[src/rtl/i2s_tdm_tx_pkg.sv]
// i2s_pkg: shared types and helpers for the I2S / TDM transmitter.
//   i2s_state_t  - transmitter FSM state (IDLE, RUN)
//   I2S_MODE_*   - framing mode selectors for the LJ_MODE parameter
//   slot_bit()   - maps a frame position to a pad flag and sample bit index
package i2s_pkg;

    typedef enum logic {
        IDLE = 1'b0,
        RUN  = 1'b1
    } i2s_state_t;

    localparam int I2S_MODE_I2S = 0;
    localparam int I2S_MODE_LJ  = 1;

    typedef struct packed {
        logic       pad;  // position lies in the zero padding of the slot
        logic [4:0] idx;  // sample bit index (MSB first), valid when !pad
    } slot_bit_t;

    function automatic slot_bit_t slot_bit(input int p, input int slot_w, input int data_w);
        slot_bit_t r;
        int        b;
        b     = p % slot_w;
        r.pad = (b >= data_w);
        r.idx = r.pad ? 5'd0 : 5'(data_w - 1 - b);
        return r;
    endfunction

endpackage

[src/rtl/i2s_tdm_tx_if.sv]
// i2s_tdm_tx_if: frame input channel of the transmitter.
//   s_data_i  - CHANNELS*DATA_W frame, channel 0 in bits [DATA_W-1:0]
//   s_valid_i - source has a frame on s_data_i
//   s_ready_o - transmitter can take a frame this cycle
// Handshake: a frame moves when s_valid_i && s_ready_o are both high at a
// rising sclk edge. The source holds s_data_i stable while s_valid_i is high
// and not yet accepted. s_ready_o never depends combinationally on s_valid_i.
interface i2s_tdm_tx_if #(
    parameter int DATA_W   = 16,
    parameter int CHANNELS = 2
);
    logic [CHANNELS*DATA_W-1:0] s_data_i;
    logic                       s_valid_i;
    logic                       s_ready_o;

    modport master (output s_data_i, output s_valid_i, input s_ready_o);
    modport slave  (input s_data_i, input s_valid_i, output s_ready_o);
endinterface

[src/rtl/i2s_tdm_tx_frame_buffer.sv]
// i2s_frame_buffer: single-entry holding register in front of the shifter.
//   sclk_i, rst_i - bit clock, synchronous active-high reset
//   s_if          - frame input channel (slave side)
//   pop           - shifter takes the held frame this cycle
//   full          - holding register contains a frame
//   data          - held frame
module i2s_frame_buffer #(
    parameter int DATA_W   = 16,
    parameter int CHANNELS = 2
) (
    input  logic                       sclk_i,
    input  logic                       rst_i,
    i2s_tdm_tx_if.slave                s_if,
    input  logic                       pop,
    output logic                       full,
    output logic [CHANNELS*DATA_W-1:0] data
);
    logic push;

    // The register counts as empty during the cycle it is popped, so a new
    // frame can be accepted on the same edge the shifter loads the old one.
    assign s_if.s_ready_o = !full || pop;
    assign push           = s_if.s_valid_i && s_if.s_ready_o;

    always_ff @(posedge sclk_i) begin
        if (rst_i) begin
            full <= 1'b0;
            data <= '0;
        end else if (push) begin
            data <= s_if.s_data_i;
            full <= 1'b1;
        end else if (pop) begin
            full <= 1'b0;
        end
    end
endmodule

[src/rtl/i2s_tdm_tx.sv]
// i2s_tdm_tx: I2S / left-justified / TDM serial transmitter.
//   sclk_i         - bit clock, all logic on rising edge
//   rst_i          - synchronous active-high reset
//   en_i           - enable, sampled in IDLE and at frame end
//   s_if           - frame input channel (valid/ready)
//   ws_o           - word select (low for first half of the slots)
//   sdata_o        - serial data, MSB first
//   frame_start_o  - pulse during frame position 0
//   underrun_o     - pulse at position 0 of a frame reloaded with zeros
//   underrun_cnt_o - saturating underrun count
//   state_o        - FSM state, for observation
module i2s_tdm_tx
    import i2s_pkg::*;
#(
    parameter int DATA_W   = 16,
    parameter int SLOT_W   = 16,
    parameter int CHANNELS = 2,
    parameter int LJ_MODE  = I2S_MODE_I2S
) (
    input  logic       sclk_i,
    input  logic       rst_i,
    input  logic       en_i,
    i2s_tdm_tx_if.slave s_if,
    output logic       ws_o,
    output logic       sdata_o,
    output logic       frame_start_o,
    output logic       underrun_o,
    output logic [7:0] underrun_cnt_o,
    output i2s_state_t state_o
);
    localparam int F       = CHANNELS * SLOT_W;
    localparam int POS_W   = $clog2(F);
    localparam int FRAME_W = CHANNELS * DATA_W;
    localparam int SEL_W   = $clog2(FRAME_W);

    i2s_state_t       state_q, state_n;
    logic [POS_W-1:0] pos_q, pos_n;     // position currently on the outputs
    logic [FRAME_W-1:0] frame_q, frame_n;
    logic             load, starve, pop;
    logic             buf_full;
    logic [FRAME_W-1:0] buf_data;
    slot_bit_t        sb;
    int               slot_n;
    logic [SEL_W-1:0] sel;
    logic             ws_n, bit_n;
    logic             ws_q, bit_q, dly_q, fs_q, ur_q;
    logic [7:0]       cnt_q;

    i2s_frame_buffer #(.DATA_W(DATA_W), .CHANNELS(CHANNELS)) u_buf (
        .sclk_i (sclk_i),
        .rst_i  (rst_i),
        .s_if   (s_if),
        .pop    (pop),
        .full   (buf_full),
        .data   (buf_data)
    );

    always_comb begin
        state_n = state_q;
        pos_n   = pos_q;
        load    = 1'b0;
        starve  = 1'b0;
        case (state_q)
            IDLE: begin
                pos_n = '0;
                if (en_i && buf_full) begin
                    load    = 1'b1;
                    state_n = RUN;
                end
            end
            RUN: begin
                if (pos_q == POS_W'(F - 1)) begin
                    pos_n = '0;
                    if (!en_i) begin
                        state_n = IDLE;
                    end else begin
                        load   = 1'b1;
                        starve = !buf_full;
                    end
                end else begin
                    pos_n = pos_q + POS_W'(1);
                end
            end
            default: state_n = IDLE;
        endcase
    end

    assign pop = load && buf_full;

    // Outputs are computed for the position about to be entered, so each
    // position appears in the cycle right after the edge that selects it.
    always_comb begin
        frame_n = frame_q;
        if (load) frame_n = buf_full ? buf_data : '0;
        sb     = slot_bit(int'(pos_n), SLOT_W, DATA_W);
        slot_n = int'(pos_n) / SLOT_W;
        sel    = SEL_W'(slot_n * DATA_W + int'(sb.idx));
        ws_n   = (state_n == RUN) && (slot_n >= CHANNELS / 2);
        bit_n  = (state_n == RUN) && !sb.pad && frame_n[sel];
    end

    always_ff @(posedge sclk_i) begin
        if (rst_i) begin
            state_q <= IDLE;
            pos_q   <= '0;
            frame_q <= '0;
            ws_q    <= 1'b0;
            bit_q   <= 1'b0;
            dly_q   <= 1'b0;
            fs_q    <= 1'b0;
            ur_q    <= 1'b0;
            cnt_q   <= 8'd0;
        end else begin
            state_q <= state_n;
            pos_q   <= pos_n;
            frame_q <= frame_n;
            ws_q    <= ws_n;
            bit_q   <= bit_n;
            dly_q   <= bit_q;  // I2S one-bit data delay
            fs_q    <= load;
            ur_q    <= starve;
            if (starve && cnt_q != 8'hFF) cnt_q <= cnt_q + 8'd1;
        end
    end

    assign ws_o           = ws_q;
    assign sdata_o        = (LJ_MODE == I2S_MODE_LJ) ? bit_q : dly_q;
    assign frame_start_o  = fs_q;
    assign underrun_o     = ur_q;
    assign underrun_cnt_o = cnt_q;
    assign state_o        = state_q;
endmodule

[src/flat_wrapper.sv]
// flat-port wrapper written by rule: the top's interface ports become plain ports
module i2s_tdm_tx_flat import i2s_pkg::*;
#(
    parameter int DATA_W   = 16,
    parameter int SLOT_W   = 16,
    parameter int CHANNELS = 2,
    parameter int LJ_MODE  = I2S_MODE_I2S
)
  (sclk_i, rst_i, en_i, ws_o, sdata_o, frame_start_o, underrun_o, underrun_cnt_o, state_o, s_if_s_data_i, s_if_s_valid_i, s_if_s_ready_o);
  i2s_tdm_tx_if #(.DATA_W(DATA_W), .CHANNELS(CHANNELS)) s_if_i ();
  input  logic sclk_i;
  input  logic rst_i;
  input  logic en_i;
  output logic ws_o;
  output logic sdata_o;
  output logic frame_start_o;
  output logic underrun_o;
  output logic [7:0] underrun_cnt_o;
  output i2s_state_t state_o;
  input wire logic [$bits(s_if_i.s_data_i)-1:0] s_if_s_data_i;
  input wire logic [$bits(s_if_i.s_valid_i)-1:0] s_if_s_valid_i;
  output wire logic [$bits(s_if_i.s_ready_o)-1:0] s_if_s_ready_o;
  assign s_if_i.s_data_i = s_if_s_data_i;
  assign s_if_i.s_valid_i = s_if_s_valid_i;
  assign s_if_s_ready_o = s_if_i.s_ready_o;
  i2s_tdm_tx #(.DATA_W(DATA_W), .SLOT_W(SLOT_W), .CHANNELS(CHANNELS), .LJ_MODE(LJ_MODE)) u_core (.sclk_i(sclk_i), .rst_i(rst_i), .en_i(en_i), .s_if(s_if_i), .ws_o(ws_o), .sdata_o(sdata_o), .frame_start_o(frame_start_o), .underrun_o(underrun_o), .underrun_cnt_o(underrun_cnt_o), .state_o(state_o));
endmodule
[config.mk]
export PLATFORM = sky130hd
export DESIGN_NAME = i2s_tdm_tx_flat
export DESIGN_NICKNAME = d
export VERILOG_FILES = /design/src/rtl/i2s_tdm_tx_pkg.sv /design/src/rtl/i2s_tdm_tx_if.sv /design/src/rtl/i2s_tdm_tx_frame_buffer.sv /design/src/rtl/i2s_tdm_tx.sv /design/src/flat_wrapper.sv
export SDC_FILE = /design/constraint.sdc
export NUM_CORES = 1
export LEC_CHECK = 0
export BUFFER_PORTS_ARGS = -buffer_cell sky130_fd_sc_hd__buf_2
export CAP_MARGIN = 20
export CORE_MARGIN = 2
export CORE_UTILIZATION = 58
export CTS_BUF_LIST = sky130_fd_sc_hd__clkbuf_8
export CTS_CLUSTER_SIZE = 30
export DETAILED_ROUTE_END_ITERATION = 16
export PLACE_DENSITY = 0.87
export SYNTH_ARGS = -nofsm -noshare
export SYNTH_HDL_FRONTEND = slang
export SYNTH_SLANG_ARGS = --single-unit
[constraint.sdc]
create_clock -name sclk_i -period 3.6 [get_ports sclk_i]
set_clock_uncertainty 0.05 [all_clocks]
set_input_delay 0.18 -clock sclk_i [delete_from_list [all_inputs] [get_ports sclk_i]]
set_output_delay 0.18 -clock sclk_i [all_outputs]
set_load 0.005 [all_outputs]
==> summary.txt, run 1 <==
Max-cap violations = 0
Synth Area in XOR/XNOR = 2.35%
DRT Wirelength = 6.88 mm
RR Endpoint = u_core.bit_q
Bufs on Longest Clock Path = 2
Post-Syn Nets = 428
DP Cell Count = 488
status = completed
Hold-fix buffers, CTS = 0
setup repair after global routing missed its margin = no
DRC viols = 0
vias in the first global route = 2607
Die Span Y = 80.0 um
Routed Antenna Nets = 0
Least-Margin Pin Slew = 808 ps
CP Capture Type = flip-flop
crit path kind = reg2reg
Cell Area, Synth = 3350 sq um
Primary FF master, synth = dfxtp_1
number of CTS-inserted buffers = 9
mux cell area share after synthesis = 1.42%
#FFs+latches synth = 84
Port Buffers = 49
CP Data Required Time = 3790 ps
Ant. Diodes = 0
drt via density = 5.62
Worst-path clk slew = 80 ps
Compound-Gate Fraction of Synth Area = 20.5%
Placer Congestion = 0.911
routed vias = 2825
P&R area growth vs syn = 13.0%
first-pass GRT wire length = 11.7 mm
post-CTS resize count = 0
Post-CTS Setup Bufs = 0
simple-gate share of the synthesized area = 20.5%
die area = 6400 sq um
CTS tree = yes
Pwr Density = 464 nW/um^2
register area share after synthesis = 50.2%
initial antenna violation count = 0
adder-cell share of the synthesized area = 1.12%
Post-synth ARST share = 0%
total power = 1760 uW
CTS Sinks = 84
I/O pins = 50
Crit Path Max Fanout = 19
Critical Path Source Type = flip-flop
Max-slew headroom = 46.0%
Final nets = 466
FMAX = 315 MHz
critical path arrival = 3370 ps
r2r startpoint = u_core.pos_q[0]
Final period util = 88.2%
final hold vios = 0
Detailed Route Iter0 Violations = 243
critical path launch point = u_core.pos_q[0]
Hold Path Class = in2reg
H-tree Lvls = 3
R2R setup slack = 420 ps
FP Rows = 27
Core Util, Final = 68.3%
final setup TNS = 0 ps
Initial Utilization = 60.5%
clk_lat worst skew = 350 ps
core area = 5540 sq um
minimum clock period = 3180 ps
Max Slew Vio Count = 0
endpoints failing setup = 0
Mapped Cells = 389
Post-synth EDFFs = 0
main combinational cell family by area after synthesis = compound AO/OA/AOI/OAI gates
layout cells sized above 1 = 18.3%
Static Leakage = 0.00153 uW
worst hold stages = 3
Distinct cells, synth = 51
Routed WL per cell = 13.7 um
synth warn = 0
Final HPWL DP = 4.65 mm
Worst VDD drop = 310 uV
syn avg cell area = 8.61 sq um
non-filler cells, final = 503
grt ovf = 0
CP endpoint = u_core.bit_q
Pre-antenna DRT Iters = 4
Global Route Usage Sum = 23.3%
root cell of the clock tree = clkbuf_8
largest net degree at the start of global routing = 46
chip width = 80.0 um
worst-case reg-to-reg path depth = 11
-- worst max-delay path, stage by stage, from the launching register on --
cell and delay, ps:
dfxtp_1 480, ha_1 240, and3_1 180, ha_1 360
nand2b_4 240, o211ai_2 340, buf_4 340, a221oi_1 330
o22ai_1 130, a21oi_1 130, nand4_1 100, o2111a_1 130
-- flip-flops by register name, summed over array words and instances, names as in the netlist --
name	flops
u_core.u_buf.data	32
u_core.bit_q	1
u_core.pos_q	5
u_core.frame_start_o	1
u_core.u_buf.full	1
u_core.underrun_o	1
u_core.ws_o	1
u_core.underrun_cnt_o	8
u_core.frame_q	32
u_core.state_o	1
u_core.sdata_o	1
-- cell families (layout without fill, tap and decap cells) --
kind of cell,Yosys count,after routing
AOI/OAI and AO/OA,102,102
xor gates and xnor gates,9,9
adders and majority gates,3,3
buffers and inverters,28,70
DFF,84,84
muxes,4,4
and+or+nand+nor,159,159
-- cell usage after synthesis, drive strengths merged, types with 4 or more instances --
cell	instances	share of area (%)
dfxtp	84	50
nand2	78	8.7
nor2	52	5.9
a21oi	40	6.0
a22oi	33	7.5
clkbuf	15	1.7
buf	13	2.2
xor2	7	1.8
o21ai	6	0.90
a221oi	5	1.5
and3	5	1.1
nor3	5	0.75
nand4	4	0.75
o211ai	4	1.0
-- power by group --
part / internal, uW / switching (uW) / total [uW]
Clock: 319 / 310 / 629
Sequential: 959 / 22.6 / 982
Combinational: 56.5 / 89.2 / 146
Total: 1340 / 422 / 1760
-- metrics by stage --
step | area [sq um] | hold WS [ps] | setup WS [ps]
after floorplan | 3350 | 247 | 966
after global placement | 3600 | 371 | 599
after detailed placement | 3600 | 374 | 482
after CTS | 3790 | 1.79 | 465
after global routing | 3790 | 2.12 | 182
final | 3790 | 11.4 | 424
-- metal layers --
| layer | vias to the layer above | wire [um] | GRT usage (%) |
|---|---|---|---|
| li1 | 1430 | - | - |
| met1 | 1304 | 3160 | 29.6 |
| met4 | 0 | 86 | 10.5 |
| met3 | 9 | 371 | 5.09 |
| met2 | 82 | 3260 | 37.8 |
| met5 | - | 0 | 0 |
-- worst min-delay path by stage --
stage,from,endpoint,slack (ps)
2_1_floorplan,s_if_s_valid_i,u_core.u_buf.full,250
3_3_place_gp,s_if_s_data_i[1],u_core.u_buf.data[1],370
3_5_place_dp,s_if_s_data_i[11],u_core.u_buf.data[11],370
4_1_cts,s_if_s_data_i[1],u_core.u_buf.data[1],2
5_1_grt,s_if_s_data_i[11],u_core.u_buf.data[11],2
6_report,s_if_s_data_i[29],u_core.u_buf.data[29],10
-- final cells by class --
cell class,instances,area (sq um)
fillers,457,1750
well taps,72,90.1
multi-input cells,277,1540
clock buffers,13,179
flip-flops and latches,84,1680
repair buffers,55,290
clock inverters,2,8.76
-- placed cells by master (no fill, tap or decap), types with 4 or more instances in the layout --
cell type and instances:
a21oi_1 40, o21ai_0 4, and3_1 4, buf_4 6, a221oi_1 4, buf_2 49
dfxtp_1 84, nor2_1 51, a22oi_1 32, nand4_1 4, nor3_1 5, nand2_1 78
clkbuf_8 13, xor2_1 7
Power figures use the tool's default switching activity.
==> run 2: changes to the inputs <==
--- a/config.mk
+++ b/config.mk
@@ -8,11 +8,11 @@
 export BUFFER_PORTS_ARGS = -buffer_cell sky130_fd_sc_hd__buf_2
 export CAP_MARGIN = 20
 export CORE_MARGIN = 2
-export CORE_UTILIZATION = 58
+export CORE_UTILIZATION = 52
 export CTS_BUF_LIST = sky130_fd_sc_hd__clkbuf_8
 export CTS_CLUSTER_SIZE = 30
 export DETAILED_ROUTE_END_ITERATION = 16
-export PLACE_DENSITY = 0.87
+export PLACE_DENSITY = 0.8
 export SYNTH_ARGS = -nofsm -noshare
 export SYNTH_HDL_FRONTEND = slang
 export SYNTH_SLANG_ARGS = --single-unit
==> constraint.sdc (replaced) <==
create_clock -name sclk_i -period 3.75 [get_ports sclk_i]
set_clock_uncertainty 0.05 [all_clocks]
set_input_delay 0.1875 -clock sclk_i [delete_from_list [all_inputs] [get_ports sclk_i]]
set_output_delay 0.1875 -clock sclk_i [all_outputs]
set_load 0.005 [all_outputs]
==> run 2 against run 1 <==
Net effect:
- clock power up 2%
- sequential share of layout area down 1.6 points
- worst setup slack better by 200 ps
- non-clock buffer count up 11
- register-to-register slack better by 200 ps
- core utilization down 5.7 points
- first-iteration DRC count down 36%
- design area up 3.8%
- cell count up 3.4%
- sequential power down 4.1%
- maximum frequency up 1.5%
==> summary.txt, run 2 (synthesis results as in run 1) <==
status = completed
I/O pins = 50 (unchanged)
largest net degree at the start of global routing = 67 (+46%)
CP cell instances = ha_1 > and3_1 > ha_1 > nand2b_4 > o211ai_2 > buf_4 > a22oi_2 > nor3_1 > a311oi_1 > a31oi_1 > o2111a_1
DRC viols = 0 (unchanged)
final setup TNS = 0 ps (unchanged)
setup repair after global routing missed its margin = no
Final HPWL DP = 4.68 mm (+0.62%)
Crit Path Max Fanout = 15 (-4)
Static Leakage = 0.00157 uW (+2.9%)
core area = 6280 sq um (+13%)
CP Data Required Time = 3950 ps (+160 ps)
critical path arrival = 3330 ps (-40 ps)
Worst-path clk slew = 80 ps (about the same)
Hold Path Class = in2reg
Final nets = 477 (+2.4%)
Max Slew Vio Count = 0 (unchanged)
Max stage delay cell, worst path = dfxtp_1
Worst path most repeated cell = ha_1
CTS tree = yes
Worst VDD drop = 374 uV (+20%)
vias in the first global route = 2625 (+0.69%)
number of CTS-inserted buffers = 9 (unchanged)
first-pass GRT wire length = 12.0 mm (+2.7%)
Pwr Density = 442 nW/um^2 (-4.8%)
Global Route Usage Sum = 20.8% (-2.4 points)
grt ovf = 0 (unchanged)
r2r startpoint = u_core.pos_q[0]
initial antenna violation count = 0 (unchanged)
commonest non-fill, non-tap cell in the layout = dfxtp_1
Placer Congestion = 0.878 (-3.6%)
commonest non-fill, non-tap cells in the layout = dfxtp_1, nand2_1, nor2_1, buf_2, a21oi_1
Routed WL per cell = 13.9 um (+1.7%)
P&R area growth vs syn = 17.4%
final hold vios = 0 (unchanged)
Detailed Route Iter0 Violations = 155 (-36%)
CP Capture Type = flip-flop
Pre-antenna DRT Iters = 5 (+1)
H-tree Lvls = 3 (unchanged)
FP Rows = 29 (+7.4%)
Initial Utilization = 53.4% (-7.1 points)
Bufs on Longest Clock Path = 2 (unchanged)
drt via density = 5.47 (-2.6%)
layout cells sized above 1 = 18.5% (+0.18 points)
Least-Margin Pin Slew = 695 ps (-113 ps)
FMAX = 320 MHz (+1.5%)
CTS Sinks = 84 (unchanged)
critical path's largest stage delay = 490 ps (about the same)
HP Start = s_if_s_data_i[29]
Post-CTS Setup Bufs = 0 (unchanged)
Critical Path Source Type = flip-flop
endpoints failing setup = 0 (unchanged)
Port Buffers = 49 (unchanged)
routed vias = 2844 (+0.67%)
Max-cap violations = 0 (unchanged)
die area = 7100 sq um (+11%)
root cell of the clock tree = clkbuf_8
Routed Antenna Nets = 0 (unchanged)
Final period util = 83.4% (-4.8 points)
Core Util, Final = 62.6% (-5.7 points)
chip width = 84.3 um (+5.3%)
R2R setup slack = 620 ps (+200 ps)
crit path kind = reg2reg
DRT Wirelength = 7.23 mm (+5.1%)
Die Span Y = 84.3 um (+5.3%)
minimum clock period = 3130 ps (-47.3 ps)
Max-slew headroom = 53.5% (+7.5 points)
clk_lat worst skew = 360 ps (about the same)
critical path launch point = u_core.pos_q[0]
Ant. Diodes = 0 (unchanged)
==> run 2: changes by cell type in the layout (fill, tap and decap cells not counted) <==
cell / delta
buf_16: +1
inv_1: -1
clkinvlp_4: +3
clkbuf_8: -4
inv_6: +2
bufinv_16: +1
dlygate4sd3_1: +10
==> run 2: final timing paths <==
path	cells past startpoint	end
setup / recovery	11	u_core.bit_q
hold / removal	3	u_core.u_buf.data[29]
setup reg to reg	11	u_core.bit_q
hold reg to reg	2	u_core.u_buf.data[12]
==> run 2: worst max-delay path: cells and delay by family (launching register included) <==
family,cells,cell delay [ps]
compound gates,5,1080
simple gates,3,460
flops,1,490
buf+inv,1,320
fa+ha+maj,2,610
==> run 2: layer usage <==
metal  track usage [%]  vias up  share of wire, %
met5                 0        -                 0
met4              7.04        0               1.3
met3              5.11        9               3.8
met2              34.6       56                48
met1              26.7     1328                47
li1                  -     1451                 -
==> run 2: area by class of cell <==
cell class	instances	area [sq um]
Tap cell	77	96.3
Multi-Input combinational cell	277	1540
Fill cell	536	2350
Clock buffer	9	124
Sequential cell	84	1680
Timing Repair Buffer	66	418
Clock inverter	7	75.1
==> run 2: timing repair <==
item / 4_1_cts / 5_1_grt
hold buffers: 10 / 0
endpoints found under the hold margin: 10 / 0
setup endpoints to repair: 0 / 0
gates resized for setup: 0 / 0
==> run 2: power by group <==
part	internal, uW	switching [uW]
sequential	921	21.4
combinational	64.0	91.2
clock	311	328
total	1300	441
==> run 2: metrics by stage <==
| stage | hold WS [ps] | cells | setup WS (ps) | total power, uW | cell area [sq um] |
|---|---|---|---|---|---|
| 3_5_place_dp | 384 | 493 | 681 | 1110 | 3600 |
| 2_1_floorplan | 255 | 389 | 1120 | 1060 | 3350 |
| 3_3_place_gp | 377 | 493 | 803 | 1100 | 3600 |
| 5_1_grt | 17.7 | 520 | 423 | 1810 | 3930 |
| 6_report | 13.1 | 520 | 622 | 1740 | 3930 |
| 4_1_cts | 0.597 | 519 | 675 | 1750 | 3900 |
==> run 3: changes to the inputs <==
--- a/config.mk
+++ b/config.mk
@@ -5,6 +5,7 @@
 export SDC_FILE = /design/constraint.sdc
 export NUM_CORES = 1
 export LEC_CHECK = 0
+export ABC_AREA = 1
 export BUFFER_PORTS_ARGS = -buffer_cell sky130_fd_sc_hd__buf_2
 export CAP_MARGIN = 20
 export CORE_MARGIN = 2
@@ -12,7 +13,7 @@
 export CTS_BUF_LIST = sky130_fd_sc_hd__clkbuf_8
 export CTS_CLUSTER_SIZE = 30
 export DETAILED_ROUTE_END_ITERATION = 16
-export PLACE_DENSITY = 0.8
+export PLACE_DENSITY = 0.82
 export SYNTH_ARGS = -nofsm -noshare
 export SYNTH_HDL_FRONTEND = slang
 export SYNTH_SLANG_ARGS = --single-unit
==> constraint.sdc (replaced) <==
create_clock -name sclk_i -period 2.72 [get_ports sclk_i]
set_clock_uncertainty 0.05 [all_clocks]
set_input_delay 0.136 -clock sclk_i [delete_from_list [all_inputs] [get_ports sclk_i]]
set_output_delay 0.136 -clock sclk_i [all_outputs]
set_load 0.005 [all_outputs]
==> run 3 against run 2 <==
Net effect:
- total power grew 53%
- via count up 27%
- worst setup slack worse by 250 ps
- critical path type unchanged
- register-to-register slack worse by 250 ps
==> summary.txt, run 3 <==
status = completed
Routed Antenna Nets = 0 (unchanged)
initial antenna violation count = 0 (unchanged)
Static Leakage = 0.00208 uW (+32%)
Synth Area in XOR/XNOR = 0% (-2.4 points)
endpoints failing setup = 0 (unchanged)
Cell Area, Synth = 3720 sq um (+11%)
CTS Sinks = 84 (unchanged)
Post-Syn Nets = 588 (+37%)
Post-CTS Setup Bufs = 0 (unchanged)
FMAX = 425 MHz (+33%)
clock power share = 30.9% (-5.9 points)
Ant. Diodes = 0 (unchanged)
DP Cell Count = 676 (+37%)
critical path's largest stage delay = 390 ps (-100 ps)
leading area contributor after synthesis = dfxtp_1
Distinct cells, synth = 25 (-51%)
clk_lat worst skew = 370 ps (about the same)
Placer Congestion = 0.825 (-6.1%)
Max-slew headroom = 37.4% (-16 points)
synth warn = 0 (unchanged)
commonest non-fill, non-tap cells in the layout = nand2_1, nor2_1, dfxtp_1, nand3_1, inv_1
pre-CTS WS = 293 ps (-388 ps)
Core Util, Final = 65.1% (+2.5 points)
Sw Share = 30.7% (+5.3 points)
adder-cell share of the synthesized area = 1.01% (-0.11 points)
Primary FF master, synth = dfxtp_1
Initial Utilization = 54.2% (+0.87 points)
Hold Path Class = in2reg
Worst path most repeated cell = nand2_1
total internal power = 1840 uW (+42%)
Global Route Usage Sum = 25.1% (+4.3 points)
DRC viols = 0 (unchanged)
Post-synth EDFFs = 0 (unchanged)
Bufs on Longest Clock Path = 2 (unchanged)
first-pass GRT wire length = 15.3 mm (+28%)
grt ovf = 0 (unchanged)
Final HPWL DP = 5.74 mm (+23%)
final setup TNS = 0 ps (unchanged)
Area contributors post-synth = dfxtp_1, nand2_1, nand3_1
Hold WS = 6.04 ps (-7.01 ps)
FP Rows = 30 (+3.4%)
#FFs+latches synth = 84 (unchanged)
DRT Wirelength = 8.91 mm (+23%)
Final period util = 86.4% (+3.0 points)
non-filler cells, final = 719 (+38%)
minimum clock period = 2350 ps (-778 ps)
critical path launch point = u_core.pos_q[0]
chip width = 88.6 um (+5.2%)
root cell of the clock tree = clkbuf_8
r2r startpoint = u_core.pos_q[0]
Combinational Power Share = 17.9% (+9.0 points)
final hold vios = 0 (unchanged)
Max Slew Vio Count = 0 (unchanged)
Max stage delay cell, worst path = dfxtp_2
drt via density = 5.01 (-8.5%)
core area = 6870 sq um (+9.4%)
I/O pins = 50 (unchanged)
CP Data Required Time = 2970 ps (-980 ps)
die area = 7860 sq um (+11%)
critical path arrival = 2600 ps (-730 ps)
post-route setup slack = 369 ps (-252 ps)
Pwr Density = 595 nW/um^2 (+35%)
Routed WL per cell = 12.4 um (-11%)
Port Buffers = 49 (unchanged)
Post-synth ARST share = 0% (unchanged)
Least-Margin Pin Slew = 938 ps (+243 ps)
layout cells sized above 1 = 13.8% (-4.7 points)
routed vias = 3600 (+27%)
crit path kind = reg2reg
Sw Pwr = 818 uW (+85%)
Max-cap violations = 0 (unchanged)
Compound-Gate Fraction of Synth Area = 8.36% (-12 points)
main combinational cell family by area after synthesis = simple AND/OR/NAND/NOR gates
H-tree Lvls = 3 (unchanged)
setup repair after global routing missed its margin = no
simple-gate share of the synthesized area = 35.6% (+15 points)
Filler Cell Count = 602 (+12%)
Final nets = 657 (+38%)
CTS tree = yes
top cell type's share of synthesized area = 45.1% (-5.1 points)
commonest non-fill, non-tap cell in the layout = nand2_1
syn avg cell area = 6.78 sq um (-21%)
Pre-antenna DRT Iters = 5 (unchanged)
register area share after synthesis = 45.1% (-5.1 points)
Crit Path Max Fanout = 17 (+2)
Storage cell area = 1680 sq um (about the same)
Worst Path Buf+Inv = 1 (unchanged)
commonest cells in the netlist = nand2_1, nor2_1, dfxtp_1
Critical Path Source Type = flip-flop
most numerous cell in the Yosys netlist = nand2_1
Die Span Y = 88.6 um (+5.2%)
CP Capture Type = flip-flop
Mapped Cells = 549 (+41%)
Worst-path clk slew = 90 ps (about the same)
number of CTS-inserted buffers = 9 (unchanged)
P&R area growth vs syn = 20.1%
Reg power frac = 51.2% (-3.1 points)
mux cell area share after synthesis = 0% (-1.4 points)
CP cell instances = ha_1 > nand2_1 > nor2_1 > ha_2 > nand2_1 > nand2_1 > nand2_4 > buf_4 > nand2_1 > nand3_1 > nand3_1 > nand3_1 > nand3_1 > nand2_1 > nand2_1 > nand2_1 > nor2_1
Detailed Route Iter0 Violations = 321 (+110%)
area of the multi-input gates = 1680 sq um (+9.2%)
HP Start = s_if_s_data_i[14]
Worst VDD drop = 383 uV (+2.5%)
crit-path leading delay family = simple AND/OR/NAND/NOR gates
largest net degree at the start of global routing = 42 (-37%)
vias in the first global route = 3376 (+29%)
-- run 3: cell count changes after synthesis, sizes merged, moves of 7 or more --
cell and change:
a22oi -33, o21ai +39, nand2 +58, nor2 +47, xor2 -7, a21oi -27, inv +60, nand3 +73
-- run 3: metal layers --
metal	vias up	GRT usage [%]	share of wire (%)
met2	104	39.1	47
met3	18	6.25	5.8
met1	1610	33.2	45
met5	-	0	0
met4	0	11.0	2.0
li1	1868	-	-
-- run 3: layout make-up --
class / instances / area share [%]
flip-flops and latches: 84 / 37.6
multi-input cells: 379 / 37.5
repair buffers: 84 / 13.2
inverters: 60 / 5.09
clock buffers: 9 / 2.77
well taps: 96 / 2.69
clock inverters: 7 / 1.15
-- run 3: repair_timing --
item	CTS	global route
setup endpoints to repair	0	26
hold buffers	27	0
gates resized for setup	0	4
endpoints found under the hold margin	27	0
-- run 3: path summary, 6_finish.rpt --
| kind | slack [ps] | cells past startpoint | endpoint |
|---|---|---|---|
| setup / recovery | 370 | 17 | u_core.bit_q |
| hold / removal | 6 | 3 | u_core.u_buf.data[14] |
| setup reg to reg | 370 | 17 | u_core.bit_q |
| hold reg to reg | 350 | 2 | u_core.sdata_o |
-- run 3: metrics by stage --
stage | instance area [sq um] | power (uW)
after floorplan | 3720 | 1720
after global placement | 4020 | 1810
after detailed placement | 4020 | 1830
after CTS | 4470 | 2660
after global routing | 4470 | 2810
final | 4470 | 2660
-- run 3: logic make-up (layout without fill, tap and decap cells) --
| kind of cell | count (synthesis) | after routing |
|---|---|---|
| DFF | 84 | 84 |
| buffers and inverters | 86 | 160 |
| adders and majority gates | 3 | 3 |
| AOI/OAI and AO/OA | 60 | 60 |
| and+or+nand+nor | 316 | 316 |
-- run 3: worst min-delay path, delay by kind of cell --
| family | cells | cell delay [ps] |
|---|---|---|
| compound gates | 1 | 80 |
| buf+inv | 1 | 80 |
| simple gates | 1 | 80 |
-- run 3: power groups by stage --
stage                     combinational (uW)  clock, uW  sequential, uW
after CTS                                469        830            1360
final                                    476        822            1360
after global routing                     548        890            1370
after global placement                   422          0            1390
after detailed placement                 435          0            1390
after floorplan                          340          0            1380
